==> src/rtl/jesd204b_dl_rx_sync.sv <==
// jesd204b_dl_rx_sync: receive-side link establishment for one JESD204B lane.
// Runs code group synchronisation, checks and captures the ILAS, then forwards
// user data and monitors for control-character errors, requesting resync via sync_n.
//
// Ports:
//   clk          rising-edge clock
//   reset        synchronous, active-low reset
//   LMFC         one-cycle local multiframe boundary pulse
//   in_valid     qualifies in/in_charisk; low holds all state
//   in           32-bit lane word, octet 0 in [7:0] is first in time
//   in_charisk   per-octet control-character flags
//   out          registered user data (0 outside DATA)
//   out_valid    out carries user data
//   sync_n       SYNC~ to the transmitter, 0 = sync request
//   cfg_out      14 captured ILAS configuration octets, octet n at [8n+7:8n]
//   cfg_valid    cfg_out came from a clean ILAS
//   state        0=CGS, 1=CGS_WAIT, 2=ILAS, 3=DATA
//   error_count  saturating count of resync events
module jesd204b_dl_rx_sync #(
    parameter int unsigned OCTETS_PER_FR = 2,
    parameter int unsigned FRAMES_PER_MF = 10,
    parameter int unsigned CGS_WORDS     = 4,
    parameter int unsigned ERR_THRESH    = 4
) (
    input  logic         clk,
    input  logic         reset,
    input  logic         LMFC,
    input  logic         in_valid,
    input  logic [31:0]  in,
    input  logic [3:0]   in_charisk,
    output logic [31:0]  out,
    output logic         out_valid,
    output logic         sync_n,
    output logic [111:0] cfg_out,
    output logic         cfg_valid,
    output logic [1:0]   state,
    output logic [7:0]   error_count
);

    localparam int unsigned MF_WORDS = (OCTETS_PER_FR * FRAMES_PER_MF) / 4;
    localparam int unsigned WW       = $clog2(MF_WORDS);

    localparam logic [1:0] S_CGS      = 2'd0;
    localparam logic [1:0] S_CGS_WAIT = 2'd1;
    localparam logic [1:0] S_ILAS     = 2'd2;
    localparam logic [1:0] S_DATA     = 2'd3;

    localparam logic [7:0] SYM_K = 8'hBC;
    localparam logic [7:0] SYM_R = 8'h1C;
    localparam logic [7:0] SYM_A = 8'h7C;
    localparam logic [7:0] SYM_Q = 8'h9C;
    localparam logic [7:0] SYM_F = 8'hFC;

    localparam logic [WW-1:0] W_LAST = WW'(MF_WORDS - 1);

    logic [3:0]    k_cnt, k_cnt_d;
    logic [WW-1:0] word_idx, word_d;
    logic [1:0]    mf_idx, mf_d;
    logic [3:0]    err_cnt, err_cnt_d;

    logic [1:0]    state_d;
    logic [31:0]   out_d;
    logic          out_valid_d, sync_n_d, cfg_valid_d;
    logic [111:0]  cfg_d;
    logic [7:0]    error_count_d;

    // Word classification
    logic [3:0]    is_k_oct;
    logic [2:0]    word_errs;
    logic          k_word, oct0_r, oct0_q, oct3_a;
    logic [3:0]    k_cnt_inc;
    logic          k_lock;
    logic          word_last;
    logic [WW-1:0] word_idx_inc;
    logic [3:0]    err_base;
    logic [4:0]    err_sum;
    logic          err_hit;

    always_comb begin
        is_k_oct  = '0;
        word_errs = '0;
        for (int n = 0; n < 4; n++) begin
            is_k_oct[n] = in_charisk[n] && (in[8*n +: 8] == SYM_K);
            if (in_charisk[n] && (in[8*n +: 8] != SYM_F) && (in[8*n +: 8] != SYM_A)) begin
                word_errs = word_errs + 3'd1;
            end
        end
    end

    assign k_word       = &is_k_oct;
    assign oct0_r       = in_charisk[0] && (in[7:0]   == SYM_R);
    assign oct0_q       = in_charisk[0] && (in[7:0]   == SYM_Q);
    assign oct3_a       = in_charisk[3] && (in[31:24] == SYM_A);
    assign k_cnt_inc    = (k_cnt == 4'hF) ? k_cnt : k_cnt + 4'd1;
    assign k_lock       = k_cnt_inc >= 4'(CGS_WORDS);
    assign word_last    = word_idx == W_LAST;
    assign word_idx_inc = word_last ? '0 : word_idx + WW'(1);
    // Per-multiframe error tally restarts on the first word of each multiframe
    assign err_base     = (word_idx == '0) ? 4'd0 : err_cnt;
    assign err_sum      = {1'b0, err_base} + 5'(word_errs);
    assign err_hit      = err_sum >= 5'(ERR_THRESH);

    // Next-state and output logic
    always_comb begin
        logic resync;
        state_d       = state;
        out_d         = out;
        out_valid_d   = out_valid;
        sync_n_d      = sync_n;
        cfg_d         = cfg_out;
        cfg_valid_d   = cfg_valid;
        error_count_d = error_count;
        k_cnt_d       = k_cnt;
        word_d        = word_idx;
        mf_d          = mf_idx;
        err_cnt_d     = err_cnt;
        resync        = 1'b0;

        if (in_valid) begin
            case (state)
                S_CGS: begin
                    if (k_word) begin
                        k_cnt_d = k_cnt_inc;
                        if (k_lock && LMFC) begin
                            state_d  = S_CGS_WAIT;
                            sync_n_d = 1'b1;
                            k_cnt_d  = '0;
                        end
                    end else begin
                        k_cnt_d = '0;
                    end
                end
                S_CGS_WAIT: begin
                    if (!k_word) begin
                        if (oct0_r) begin
                            state_d = S_ILAS;
                            word_d  = WW'(1);
                            mf_d    = 2'd0;
                        end else begin
                            resync = 1'b1;
                        end
                    end
                end
                S_ILAS: begin
                    if ((word_idx == '0) && !oct0_r) resync = 1'b1;
                    if (word_last && !oct3_a) resync = 1'b1;
                    if ((mf_idx == 2'd1) && (word_idx == WW'(1)) && !oct0_q) resync = 1'b1;
                    // Config octets occupy byte offsets 5..18 of the second multiframe
                    if (mf_idx == 2'd1) begin
                        if (word_idx == WW'(1))      cfg_d[23:0]   = in[31:8];
                        else if (word_idx == WW'(2)) cfg_d[55:24]  = in;
                        else if (word_idx == WW'(3)) cfg_d[87:56]  = in;
                        else if (word_idx == WW'(4)) cfg_d[111:88] = in[23:0];
                    end
                    word_d = word_idx_inc;
                    if (word_last) begin
                        mf_d = mf_idx + 2'd1;
                        if (mf_idx == 2'd3) begin
                            state_d     = S_DATA;
                            cfg_valid_d = 1'b1;
                        end
                    end
                end
                default: begin
                    out_d       = in;
                    out_valid_d = 1'b1;
                    word_d      = word_idx_inc;
                    err_cnt_d   = err_sum[3:0];
                    k_cnt_d     = k_word ? k_cnt_inc : 4'd0;
                    if (err_hit || (k_word && k_lock)) resync = 1'b1;
                end
            endcase

            if (resync) begin
                state_d     = S_CGS;
                sync_n_d    = 1'b0;
                cfg_valid_d = 1'b0;
                out_d       = '0;
                out_valid_d = 1'b0;
                k_cnt_d     = '0;
                word_d      = '0;
                mf_d        = '0;
                err_cnt_d   = '0;
                if (error_count != 8'hFF) error_count_d = error_count + 8'd1;
            end
        end
    end

    // State and output registers
    always_ff @(posedge clk) begin
        if (!reset) begin
            state       <= S_CGS;
            out         <= '0;
            out_valid   <= 1'b0;
            sync_n      <= 1'b0;
            cfg_out     <= '0;
            cfg_valid   <= 1'b0;
            error_count <= '0;
            k_cnt       <= '0;
            word_idx    <= '0;
            mf_idx      <= '0;
            err_cnt     <= '0;
        end else begin
            state       <= state_d;
            out         <= out_d;
            out_valid   <= out_valid_d;
            sync_n      <= sync_n_d;
            cfg_out     <= cfg_d;
            cfg_valid   <= cfg_valid_d;
            error_count <= error_count_d;
            k_cnt       <= k_cnt_d;
            word_idx    <= word_d;
            mf_idx      <= mf_d;
            err_cnt     <= err_cnt_d;
        end
    end

endmodule
==> config.mk <==
export PLATFORM = sky130hd
export DESIGN_NAME = jesd204b_dl_rx_sync
export DESIGN_NICKNAME = d
export VERILOG_FILES = /design/src/rtl/jesd204b_dl_rx_sync.sv
export SDC_FILE = /design/constraint.sdc
export NUM_CORES = 1
export LEC_CHECK = 0
export ABC_CLOCK_PERIOD_IN_PS = 4400
export CAP_MARGIN = 20
export CORE_UTILIZATION = 45
export CTS_BUF_LIST = sky130_fd_sc_hd__clkbuf_8
export DETAILED_ROUTE_END_ITERATION = 7
export PLACE_DENSITY_LB_ADDON = 0.12
export SETUP_SLACK_MARGIN = 0.4
export SLEW_MARGIN = 20
export SYNTH_ARGS = -nofsm -noshare
export SYNTH_HDL_FRONTEND = slang
export SYNTH_SLANG_ARGS = --single-unit
==> constraint.sdc <==
create_clock -name clk -period 4.4 [get_ports clk]
set_input_delay 0.66 -clock clk [delete_from_list [all_inputs] [get_ports clk]]
set_output_delay 0.66 -clock clk [all_outputs]
set_load 0.1 [all_outputs]
==> flow_summary.json <==
{
  "holdCritPathClass": "register to register",
  "yosysMostFrequentCell": "nand2_1",
  "vdd_drop_max_v": 0.000195,
  "async_flop_share": 0,
  "synthTopCellsByCount": "nand2_1 (250), dfxtp_1 (170), a21oi_1 (131), clkbuf_1 (41), nor2_2 (30)",
  "io_buffer_count": 196,
  "ys.flop_type": "dfxtp_1",
  "path_depth": 15,
  "place.gp.congestion": 0.832,
  "antenna-diode-count": 0,
  "ios": 197,
  "grt_usage": 0.267,
  "syn_nets": 927,
  "crit_path_end_kind": "register",
  "core_mm2": 0.0159,
  "ys_types": 66,
  "drtPass1Iterations": 4,
  "grt_pass1_wl_um": 34300,
  "wire_per_inst_um": 17.1,
  "fin_worst_skew_ns": 0.0110,
  "syn_inst": 867,
  "whs_path_depth": 2,
  "die_h_um": 130,
  "finalHoldViolations": 0,
  "syn_to_final_growth_pct": 42.2,
  "die_w_um": 130,
  "synth_area_mm2": 0.00734,
  "grt_pass1_vias": 6291,
  "synth_seq_cells": 170,
  "finalWirelength_um": 22700,
  "clock_latency_ns": 0.45,
  "fillerInstances": 1398,
  "clk_pin_slew_ns": 0.09,
  "yosysSeqAreaShare": 0.463,
  "grt_antenna_before_repair": 0,
  "cts_hold_buf": 0,
  "cts_buffer_depth": 2,
  "start_kind": "primary input",
  "holdWs_ns": 0.456,
  "drc": 0,
  "setup_viol": 0,
  "tightestPinTransition_ns": 1.05,
  "rows": 46,
  "grt_overflow_total": 0,
  "synth_top_area_share": 0.463,
  "rsz0062_at_grt": "false",
  "critPathBufInv": 2,
  "dp_hpwl_um": 15400,
  "synth_area_leader_cell": "dfxtp_1",
  "cp_top_family": "simple AND/OR/NAND/NOR gates",
  "cts.sinks": 170,
  "worst_path_max_delay_cell": "or4_1",
  "synthTopCellsByArea": "dfxtp_1 (46%), nand2_1 (13%), a21oi_1 (8.9%)",
  "p_per_area_mw_per_mm2": 277,
  "tritoncts": "yes",
  "cap_viol_max_count": 0,
  "viasPerCell": 5.21,
  "synth.avg_cell_area_um2": 8.47,
  "grt_max_degree": 128,
  "crit_path_cell_trace": "dlygate4sd2_1, and4bb_2, nand3_2, o21ai_2, inv_2, ha_4, xor2_2, ha_1, mux2_4, fa_2, and3_4, o21ai_4, nor2_4, or4_1, o211a_1",
  "drtAntennaViolNets": 0,
  "min_period_ns": 3.82,
  "cts-buffers-inserted": 17,
  "fmax_mhz": 262,
  "status": "complete, no violations",
  "initial_utilization": 0.462,
  "cp.arrival_ns": 4.16,
  "min_period_over_period": 0.868,
  "synth-edff-count": 0,
  "slew_viol_final": 0,
  "post_layout_nonfiller_instances": 1322,
  "crit_path_max_fanout": 3,
  "drive_above_1_share": 0.178,
  "max_stage_delay_ns": 0.49,
  "clk_root_buffer_cell": "clkbuf_8",
  "final_util": 0.657,
  "cp_data_required_time_ns": 4.75,
  "reg2regPathDepth": 11,
  "drt-initial-drc-count": 420,
  "fin_nets": 1153,
  "htree_levels": 4,
  "vias": 6887,
  "leakage_nw": 3.56,
  "yosysWarnings": 0,
  "max-slew-margin-rel": 0.298,
  "dp.cells": 1282,
  "die_area_mm2": 0.0168,
  "setup.worst_path.class": "primary input to register"
}
## logic make-up (layout without fill, tap and decap cells)
group / after synthesis / after routing / synth area share
multiplexers: 7 / 7 / 0.00971
buffers and inverters: 67 / 306 / 0.0492
XOR/XNOR: 3 / 3 / 0.00358
adder cells (fa/ha/maj): 20 / 20 / 0.0351
AO/OA/AOI/OAI: 208 / 208 / 0.188
AND/OR/NAND/NOR: 392 / 392 / 0.251
flip-flops: 170 / 170 / 0.463
## area by class of cell
| class | instances | area (um2) | area share |
|---|---|---|---|
| multi-input cells | 630 | 3750 | 0.359 |
| flip-flops and latches | 170 | 3400 | 0.326 |
| repair buffers | 259 | 2540 | 0.243 |
| clock buffers | 21 | 289 | 0.0277 |
| well taps | 216 | 270 | 0.0259 |
| clock inverters | 11 | 134 | 0.0128 |
| inverters | 15 | 61.3 | 0.00587 |
## placed cells by master (no fill, tap or decap), drive strengths merged, types with 4 or more instances in the layout
cell type | Yosys | layout
nand4bb | 4 | 4
nand4 | 6 | 6
nor3b | 4 | 4
a31oi | 5 | 5
o211ai | 6 | 6
dfxtp | 170 | 170
nand2 | 250 | 250
clkdlybuf4s50 | 0 | 189
a21oi | 131 | 131
and3 | 6 | 6
o31ai | 4 | 4
a22oi | 35 | 35
and2 | 10 | 10
buf | 9 | 61
dlymetal6s2s | 0 | 6
nor3 | 9 | 9
clkbuf | 43 | 23
ha | 19 | 19
nand2b | 9 | 9
nor4 | 4 | 4
inv | 15 | 20
nor2 | 54 | 54
mux2i | 6 | 6
nand3 | 16 | 16
o21ai | 11 | 11
or4 | 4 | 4
## path summary, 6_finish.rpt
path                                 end                     start  slack [ns]
min reg2reg       out_valid$_SDFFE_PN0P_    out_valid$_SDFFE_PN0P_        0.46
max reg2reg  error_count[6]$_SDFFE_PN0P_  word_idx[0]$_SDFFE_PN0P_        1.43
min               out_valid$_SDFFE_PN0P_    out_valid$_SDFFE_PN0P_        0.46
max          error_count[6]$_SDFFE_PN0P_                     in[8]        0.58
## stage by stage
| step | total power, mW | setup TNS (ns) | setup WS (ns) | area (um2) |
|---|---|---|---|---|
| after CTS | 2.90 | 0 | 0.426 | 10200 |
| after floorplan | 1.64 | 0 | 0.406 | 7380 |
| after detailed placement | 1.75 | -9.75 | -0.393 | 9770 |
| final | 2.89 | 0 | 0.582 | 10400 |
| after global placement | 1.75 | -3.67 | -0.241 | 9770 |
| after global routing | 2.99 | 0 | 0.511 | 10400 |
## state kept, by name (all words and copies together) (netlist names)
name,count
state,2
mf_idx,2
err_cnt,4
cfg_valid,1
error_count,8
out,32
k_cnt,4
sync_n,1
out_valid,1
word_idx,3
cfg_out,112
## layer usage
| metal | track usage | up-vias | part of all wire |
|---|---|---|---|
| met1 | 0.358 | 3208 | 0.45 |
| li1 | - | 3418 | - |
| met3 | 0.0693 | 24 | 0.075 |
| met2 | 0.421 | 237 | 0.46 |
| met5 | 0 | - | 0 |
| met4 | 0.0814 | 0 | 0.016 |
## worst reg2reg max path, stage by stage, from the launching register on
cell	delay (ns)
dfxtp_1	0.36
inv_1	0.12
ha_1	0.26
nand2b_1	0.14
and2_1	0.19
ha_1	0.22
fa_2	0.41
and3_4	0.19
o21ai_4	0.21
nor2_4	0.05
or4_1	0.49
o211a_1	0.23
## what timing repair did
| item | in CTS | in global routing |
|---|---|---|
| endpoints found under the setup margin | 49 | 47 |
| pin swaps | 4 | 17 |
| setup buffers | 1 | 4 |
| gates resized for setup | 11 | 25 |
| cloned | 0 | 3 |
## report_power, final
part           switching, mW  internal [mW]  total (mW)
sequential          0.000105           1.54        1.54
combinational          0.105         0.0801       0.186
clock                  0.596          0.575        1.17
No activity file was read; power rests on OpenSTA's default activity.
